File: src/rtl/aes_pkg.sv
// ============================================================================
// aes_pkg : shared AES-128 constants (widths, forward S-box, rcon sequence)
// Revision: 1.0
// ============================================================================
`default_nettype none

package aes_pkg;

  localparam int KEY_W      = 128;
  localparam int WORD_W     = 32;
  localparam int BYTE_W     = 8;
  localparam int NUM_ROUNDS = 10;

  // FIPS-197 forward S-box, indexed by the input byte
  localparam logic [7:0] SBOX [256] = '{
    8'h63, 8'h7c, 8'h77, 8'h7b, 8'hf2, 8'h6b, 8'h6f, 8'hc5, 8'h30, 8'h01, 8'h67, 8'h2b, 8'hfe, 8'hd7, 8'hab, 8'h76,
    8'hca, 8'h82, 8'hc9, 8'h7d, 8'hfa, 8'h59, 8'h47, 8'hf0, 8'had, 8'hd4, 8'ha2, 8'haf, 8'h9c, 8'ha4, 8'h72, 8'hc0,
    8'hb7, 8'hfd, 8'h93, 8'h26, 8'h36, 8'h3f, 8'hf7, 8'hcc, 8'h34, 8'ha5, 8'he5, 8'hf1, 8'h71, 8'hd8, 8'h31, 8'h15,
    8'h04, 8'hc7, 8'h23, 8'hc3, 8'h18, 8'h96, 8'h05, 8'h9a, 8'h07, 8'h12, 8'h80, 8'he2, 8'heb, 8'h27, 8'hb2, 8'h75,
    8'h09, 8'h83, 8'h2c, 8'h1a, 8'h1b, 8'h6e, 8'h5a, 8'ha0, 8'h52, 8'h3b, 8'hd6, 8'hb3, 8'h29, 8'he3, 8'h2f, 8'h84,
    8'h53, 8'hd1, 8'h00, 8'hed, 8'h20, 8'hfc, 8'hb1, 8'h5b, 8'h6a, 8'hcb, 8'hbe, 8'h39, 8'h4a, 8'h4c, 8'h58, 8'hcf,
    8'hd0, 8'hef, 8'haa, 8'hfb, 8'h43, 8'h4d, 8'h33, 8'h85, 8'h45, 8'hf9, 8'h02, 8'h7f, 8'h50, 8'h3c, 8'h9f, 8'ha8,
    8'h51, 8'ha3, 8'h40, 8'h8f, 8'h92, 8'h9d, 8'h38, 8'hf5, 8'hbc, 8'hb6, 8'hda, 8'h21, 8'h10, 8'hff, 8'hf3, 8'hd2,
    8'hcd, 8'h0c, 8'h13, 8'hec, 8'h5f, 8'h97, 8'h44, 8'h17, 8'hc4, 8'ha7, 8'h7e, 8'h3d, 8'h64, 8'h5d, 8'h19, 8'h73,
    8'h60, 8'h81, 8'h4f, 8'hdc, 8'h22, 8'h2a, 8'h90, 8'h88, 8'h46, 8'hee, 8'hb8, 8'h14, 8'hde, 8'h5e, 8'h0b, 8'hdb,
    8'he0, 8'h32, 8'h3a, 8'h0a, 8'h49, 8'h06, 8'h24, 8'h5c, 8'hc2, 8'hd3, 8'hac, 8'h62, 8'h91, 8'h95, 8'he4, 8'h79,
    8'he7, 8'hc8, 8'h37, 8'h6d, 8'h8d, 8'hd5, 8'h4e, 8'ha9, 8'h6c, 8'h56, 8'hf4, 8'hea, 8'h65, 8'h7a, 8'hae, 8'h08,
    8'hba, 8'h78, 8'h25, 8'h2e, 8'h1c, 8'ha6, 8'hb4, 8'hc6, 8'he8, 8'hdd, 8'h74, 8'h1f, 8'h4b, 8'hbd, 8'h8b, 8'h8a,
    8'h70, 8'h3e, 8'hb5, 8'h66, 8'h48, 8'h03, 8'hf6, 8'h0e, 8'h61, 8'h35, 8'h57, 8'hb9, 8'h86, 8'hc1, 8'h1d, 8'h9e,
    8'he1, 8'hf8, 8'h98, 8'h11, 8'h69, 8'hd9, 8'h8e, 8'h94, 8'h9b, 8'h1e, 8'h87, 8'he9, 8'hce, 8'h55, 8'h28, 8'hdf,
    8'h8c, 8'ha1, 8'h89, 8'h0d, 8'hbf, 8'he6, 8'h42, 8'h68, 8'h41, 8'h99, 8'h2d, 8'h0f, 8'hb0, 8'h54, 8'hbb, 8'h16
  };

  // Round constants for rounds 1..10, for the sequencer one level up
  localparam logic [WORD_W-1:0] RCON [NUM_ROUNDS] = '{
    32'h01000000, 32'h02000000, 32'h04000000, 32'h08000000, 32'h10000000,
    32'h20000000, 32'h40000000, 32'h80000000, 32'h1b000000, 32'h36000000
  };

  function automatic logic [WORD_W-1:0] rot_word(input logic [WORD_W-1:0] w);
    return {w[23:0], w[31:24]};
  endfunction

endpackage : aes_pkg

`default_nettype wire

File: src/rtl/aes_sbox.sv
// ============================================================================
// aes_sbox : combinational AES forward S-box, pure table lookup
// Revision: 1.0
// ============================================================================
`default_nettype none

module aes_sbox
  import aes_pkg::*;
(
  input  logic [7:0] byte_i,
  output logic [7:0] byte_o
);

  assign byte_o = SBOX[byte_i];

endmodule : aes_sbox

`default_nettype wire

File: src/rtl/key_expansion_logic.sv
// ============================================================================
// key_expansion_logic : one AES-128 key-schedule round, registered output
// Revision: 1.0
// ============================================================================
`default_nettype none

module key_expansion_logic
  import aes_pkg::*;
(
  input  logic              clk,
  input  logic              rst,
  input  logic              load_enable,
  input  logic [KEY_W-1:0]  key_in,
  input  logic [WORD_W-1:0] rcon_in,
  output logic [KEY_W-1:0]  key_out
);

  logic [WORD_W-1:0] w0, w1, w2, w3;
  logic [WORD_W-1:0] rot_w, sub_w, temp_w;
  logic [WORD_W-1:0] n0, n1, n2, n3;
  logic [KEY_W-1:0]  key_d, key_q;

  assign {w0, w1, w2, w3} = key_in;
  assign rot_w            = rot_word(w3);

  for (genvar i = 0; i < 4; i++) begin : g_sbox
    aes_sbox u_sbox (
      .byte_i (rot_w[i*BYTE_W +: BYTE_W]),
      .byte_o (sub_w[i*BYTE_W +: BYTE_W])
    );
  end

  // rcon is applied as a full word so non-standard constants pass through unchanged
  assign temp_w = sub_w ^ rcon_in;
  assign n0     = w0 ^ temp_w;
  assign n1     = w1 ^ n0;
  assign n2     = w2 ^ n1;
  assign n3     = w3 ^ n2;

  always_comb begin
    key_d = key_q;
    if (load_enable) begin
      key_d = {n0, n1, n2, n3};
    end
  end

  always_ff @(posedge clk or negedge rst) begin
    if (!rst) begin
      key_q <= '0;
    end else begin
      key_q <= key_d;
    end
  end

  assign key_out = key_q;

endmodule : key_expansion_logic

`default_nettype wire

File: config.mk
export PLATFORM = sky130hd
export DESIGN_NAME = key_expansion_logic
export DESIGN_NICKNAME = d
export VERILOG_FILES = /design/src/rtl/aes_pkg.sv /design/src/rtl/aes_sbox.sv /design/src/rtl/key_expansion_logic.sv
export SDC_FILE = /design/constraint.sdc
export NUM_CORES = 1
export LEC_CHECK = 0
export BUFFER_PORTS_ARGS = -buffer_cell sky130_fd_sc_hd__buf_2
export CAP_MARGIN = 0
export CELL_PAD_IN_SITES_DETAIL_PLACEMENT = 0
export CELL_PAD_IN_SITES_GLOBAL_PLACEMENT = 2
export CORE_MARGIN = 3
export CORE_UTILIZATION = 38
export CTS_BUF_LIST = sky130_fd_sc_hd__clkbuf_4
export DETAILED_ROUTE_END_ITERATION = 7
export PLACE_DENSITY_LB_ADDON = 0.15
export SLEW_MARGIN = 15
export SYNTH_ARGS = -nofsm -noshare
export SYNTH_HDL_FRONTEND = slang
export SYNTH_SLANG_ARGS = --single-unit
export TNS_END_PERCENT = 20
File: constraint.sdc
create_clock -name clk -period 1.5 [get_ports clk]
set_input_delay 0.3 -clock clk [delete_from_list [all_inputs] [get_ports clk]]
set_output_delay 0.3 -clock clk [all_outputs]
set_load 0.005 [all_outputs]
; ---- Word level (Yosys, flattened, before mapping)
; Memories as Yosys holds them, arrays and structs flattened.
; Index checks and enable logic that the tools add are counted.
[totals]
register_bits = 128
romBits = 8192
input_bits = 163
memories = 4
[memory_table]
columns = memory, words, word_bits, read_ports, rd_clocked_by_memory_dff, write_ports, line_no
row1 = (name not given), 256, 8, 1, 0, 0, aes_sbox.sv:14  ; assign byte_o = SBOX[byte_i];
row2 = (name not given), 256, 8, 1, 0, 0, aes_sbox.sv:14
row3 = (name not given), 256, 8, 1, 0, 0, aes_sbox.sv:14
row4 = (name not given), 256, 8, 1, 0, 0, aes_sbox.sv:14
[classes]
order_cmp = 4
n_mux = 8
bitwise = 9
[op_table]
columns = cell, n
row1 = $xor A32 B32 Y32, 5
row2 = $mux W8, 8
row3 = $ge A9 B9 Y1 const B, 4
row4 = $not A8 Y9, 4

; ---- Depth between registers and ports, before layout
[depth]
ltp_word = 9
mapped_depth = 15
mapped_depth_nobuf = 10

; ---- By module
; From an unflattened synthesis, not the netlist that was laid out.
[unflattened]
hier_cells = 2597
area_unflattened_um2 = 20253.2
[by_module_without_submodules]
columns = module, instances, cells_each, area_each_um2
row1 = key_expansion_logic, 1, 563, 7688.6
row2 = aes_sbox at g_sbox[2].u_sbox ..., 2, 507, 3179.3
row3 = aes_sbox at g_sbox[0].u_sbox ..., 2, 510, 3103.0

; ---- Least setup slack after synthesis
; No wires, ideal clock.
[synth_path]
path_kind = input port to flip-flop
start = in key_in[9]
end = reg key_q[55] (netlist: key_out[55])
setup_ns = 0.077
t_arrival_ns = 3.504
required_time_ns = 1.423
slack_ns = -2.080
stages = 15
n_path_buf = 5
path_cell_list = clkbuf_1 buf_2 buf_2 inv_1 ha_1 clkbuf_1 nor2b_1 clkbuf_1 or3_1 a221o_1 a31oi_1 a211oi_1 nor2_2 xor3_1 o21ai_1
[synth_between]
elab_chain_cells = 8
[synth_rtl]
columns = item, line_no
row1 = from (decl), key_expansion_logic.sv:13  ; input logic [KEY_W-1:0] key_in,
row2 = $not A8 Y9 (implied by the code), aes_sbox.sv:14
row3 = $mem_v2 Z256 W8, --
row4 = $mux W8 (implied by the code) (2 in series), aes_sbox.sv:14
row5 = $xor A32 B32 Y32, key_expansion_logic.sv:34  ; assign temp_w = sub_w ^ rcon_in;
row6 = $xor A32 B32 Y32, key_expansion_logic.sv:35  ; assign n0 = w0 ^ temp_w;
row7 = $xor A32 B32 Y32, key_expansion_logic.sv:36  ; assign n1 = w1 ^ n0;
row8 = $xor A32 B32 Y32, key_expansion_logic.sv:37  ; assign n2 = w2 ^ n1;
row9 = to (signal assigned), key_expansion_logic.sv:51  ; key_q <= key_d;
row10 = to (decl), key_expansion_logic.sv:21  ; logic [KEY_W-1:0] key_d, key_q;
; No other way between the ends. The select of a mux whose other input is x is not followed.
; A chain may end at the register's enable or synchronous reset.

; ---- Final worst setup path
[layout_path]
start = in key_in[25]
end = reg key_q[5] (netlist: key_out[5])
[layout_between]
elab_chain_cells = 9
[layout_rtl]
columns = item, line_no
row1 = $not A8 Y9 (implied by the code), aes_sbox.sv:14
row2 = $mem_v2 Z256 W8, --
row3 = $mux W8 (implied by the code) (2 in series), aes_sbox.sv:14
row4 = $xor A32 B32 Y32, key_expansion_logic.sv:34
row5 = $xor A32 B32 Y32, key_expansion_logic.sv:35
row6 = $xor A32 B32 Y32, key_expansion_logic.sv:36
row7 = $xor A32 B32 Y32, key_expansion_logic.sv:37
row8 = $xor A32 B32 Y32, key_expansion_logic.sv:38  ; assign n3 = w3 ^ n2;
; No other way between the ends. The select of a mux whose other input is x is not followed.

==> impl_metrics.py <==
metrics = {
    "run_status": {
        "status": "complete, but fails checks",
        "violations": "setup timing",
    },
    "sta": {
        "slew_violations": 0,
        "fmax_mhz": 431,
        "worst_pin_slew_ps": 1010,
        "fin_ws_ps": -822,
        "skew_ps": 0,
        "fin_crit_ps": 2320,
        "timing.slew.headroom_pct": 32.9,
        "finalSetupViolCount": 256,
        "rsz0062_at_grt": "true",
        "timing.final.crit_share_pct": 155,
        "hold_violations": 0,
    },
    "min_path": {
        "whs_path_depth": 5,
        "min-delay-start": "key_in[65]",
        "min_path_type": "input port to flip-flop",
    },
    "synth": {
        "seq_area_frac_synth_pct": 14.7,
        "synth_top_flop_cell": "dfrtp_1",
        "netlist_instances": 2875,
        "yosysUniqueCellTypes": 106,
        "syn_avg_cell_area_sq_um": 7.56,
        "async_reset_ff_share_pct": 100,
        "syn-num-nets": 3098,
        "synth_edf_count": 0,
        "ys_warn_count": 0,
        "synth-seq-cells": 128,
        "syn_area_sq_um": 21700,
    },
    "global_route": {
        "antenna_found_initial": 8,
        "grt_max_degree": 44,
        "grt_overflow": 0,
        "grt_pass1_wl_um": 188000,
        "grt_pass1_vias": 29600,
        "grtUsageTotal_pct": 40.8,
    },
    "place": {
        "place.gp.congestion": 1.10,
        "io_buffers": 290,
        "dpl.cell_count": 4658,
        "hpwl_um": 97500,
    },
    "setup_path": {
        "r2r_cells": 1,
        "critPathMaxFanout": 6,
        "worst_ep_arrival_time_ps": 2960,
        "required_ps": 2140,
        "critical_path_class": "input port to flip-flop",
        "crit_start": "key_in[25]",
        "path_cells": "buf_12, buf_8, ha_4, nand2_4, o21ai_2, mux4_2, a221o_1, mux4_2, xnor2_4, xnor2_2, a21oi_1",
        "cp_common_cell": "mux4_2",
        "start_kind": "input port",
        "cpPeakStageDelay_ps": 580,
        "cp_slowest_cell": "mux4_2",
        "r2r-start": "key_out[51]",
        "end_kind": "flip-flop",
    },
    "detailed_routing": {
        "wl_um": 129000,
        "first_iter_violations": 4206,
        "wl_per_cell_um": 26.7,
        "vias_per_cell": 6.42,
        "vias": 31000,
        "firstDrtPassIters": 8,
        "remaining_drc_errors": 0,
        "postRouteAntennaNets": 0,
    },
    "cells_and_area": {
        "layout-drive-gt1-share_pct": 52.1,
        "fin_util_pct": 65.8,
        "fin_nets": 4282,
        "fillerInstances": 4747,
        "final_cell_mix": "buf_4, buf_2, nor2_1",
        "layout_commonest_cell": "buf_4",
        "largest_register_ffs": 128,
        "multi_input_area_sq_um": 20400,
        "layout.area.seq_sq_um": 3210,
        "syn_to_final_growth_pct": 71.1,
        "stdcell_count": 4835,
    },
    "cts": {
        "cts_tree": "yes",
        "cts.clk_slew.worst_paths_ps": 150,
        "clock_latency_ps": 780,
        "clock-root-buffer": "clkbuf_4",
        "numCtsBuffers": 17,
        "clkSinkCount": 128,
        "cts_max_level": 4,
        "cts_buffer_depth": 2,
    },
    "floorplan": {
        "die_h_um": 245,
        "initial_utilization_pct": 38.5,
        "num_io_pins": 291,
        "die_area_sq_um": 60100,
        "die_w_um": 245,
        "coreArea_sq_um": 56500,
        "rows": 87,
    },
    "flow_run": {
        "cap_violations": 0,
    },
    "power_and_ir_drop": {
        "vdd_drop_max_v": 0.000754,
        "power.density_nw_per_um2": 653,
        "p_leak_nw": 16.1,
    },
}
[cells by family after synthesis]
| logic type | after synthesis | synth area share (%) |
|---|---|---|
| xor gates and xnor gates | 229 | 11.4 |
| muxes | 156 | 9.59 |
| AOI/OAI and AO/OA | 940 | 29.8 |
| buffers and inverters | 357 | 7.47 |
| adders and majority gates | 60 | 3.45 |
| and+or+nand+nor | 1005 | 23.6 |
| DFF | 128 | 14.7 |
[where the power goes]
group / internal (mW) / total, mW / switching (mW)
Combinational: 8.26 / 16.5 / 8.20
Clock: 0.802 / 2.61 / 1.81
Sequential: 4.50 / 5.22 / 0.717
[per-layer routing]
layer,vias to the layer above,wire [um],track usage [%]
met1,14800,48600,52.4
met4,6,9380,23.7
met5,-,40,0
met2,2391,55600,61.8
met3,662,15300,10.8
li1,13200,-,-
[synth_stat cells, types with 22 or more instances]
| cell | count | share of area, % |
|---|---|---|
| o21ai_0 | 193 | 4.4 |
| o31ai_1 | 32 | 1.1 |
| nand2b_1 | 98 | 2.8 |
| and2_1 | 30 | 0.86 |
| a211oi_1 | 60 | 2.1 |
| nor3_1 | 114 | 2.6 |
| clkbuf_1 | 144 | 2.5 |
| a311oi_1 | 28 | 1.1 |
| o311ai_0 | 32 | 1.3 |
| nand3_1 | 92 | 2.1 |
| buf_1 | 22 | 0.38 |
| nand2_1 | 189 | 3.3 |
| nor2b_1 | 90 | 2.6 |
| ha_1 | 60 | 3.5 |
| nor2_1 | 214 | 3.7 |
| xnor2_1 | 158 | 6.4 |
| mux2i_1 | 50 | 2.3 |
| xnor3_1 | 26 | 2.7 |
| nor4_1 | 24 | 0.69 |
| mux2_2 | 70 | 3.6 |
| dfrtp_1 | 128 | 15 |
| xor2_1 | 36 | 1.5 |
| o211ai_1 | 48 | 1.7 |
| mux4_2 | 33 | 3.4 |
| a31oi_1 | 61 | 1.8 |
| buf_2 | 118 | 2.7 |
| a21oi_1 | 199 | 4.6 |
| inv_1 | 37 | 0.64 |
[area by class of cell]
cell class / count / share of cell area, %
Clock buffer: 17 / 0.343
Inverter: 46 / 0.646
Timing Repair Buffer: 1476 / 32.5
Antenna cell: 8 / 0.0538
Sequential cell: 128 / 8.63
Multi-Input combinational cell: 2390 / 55.0
Clock inverter: 14 / 0.313
Tap cell: 756 / 2.54
[through the flow]
stage / hold WS, ps / setup slack (ps) / total power [mW] / TNS (ps) / area (sq um)
2_1_floorplan: 4.41 / -1490 / 11.7 / -154970 / 22100
4_1_cts: 3.57 / -718 / 22.8 / -84080 / 35100
5_1_grt: 27.0 / -759 / 25.3 / -90350 / 37200
3_3_place_gp: 181 / -2110 / 18.4 / -205340 / 31400
6_report: 39.9 / -822 / 24.3 / -80670 / 37200
3_5_place_dp: 186 / -2120 / 18.6 / -207710 / 31400
[critical path, delay by kind of cell]
family                   cells  cell delay (ps)
AO/OA/AOI/OAI                3              540
XOR/XNOR                     2              520
adder cells (fa/ha/maj)      1              200
buffers and inverters        2              240
multiplexers                 2             1080
AND/OR/NAND/NOR              1               70
[worst paths after layout]
path	endpoint	slack, ps
setup / recovery	key_out[5]	-820
hold / removal	key_out[65]	40
setup reg to reg	key_out[51]	650
hold reg to reg	key_out[93]	500
max in group asynchronous	key_out[1]	310
min in group asynchronous	key_out[51]	110
[what timing repair did]
action	in CTS	in global routing
endpoints found under the hold margin	177	0
gates cloned	6	0
endpoints found under the setup margin	256	274
gates resized for setup	564	412
buffers inserted	66	47
hold buffers	37	0
pin swaps	197	178
(Power assumes the default switching activity.)
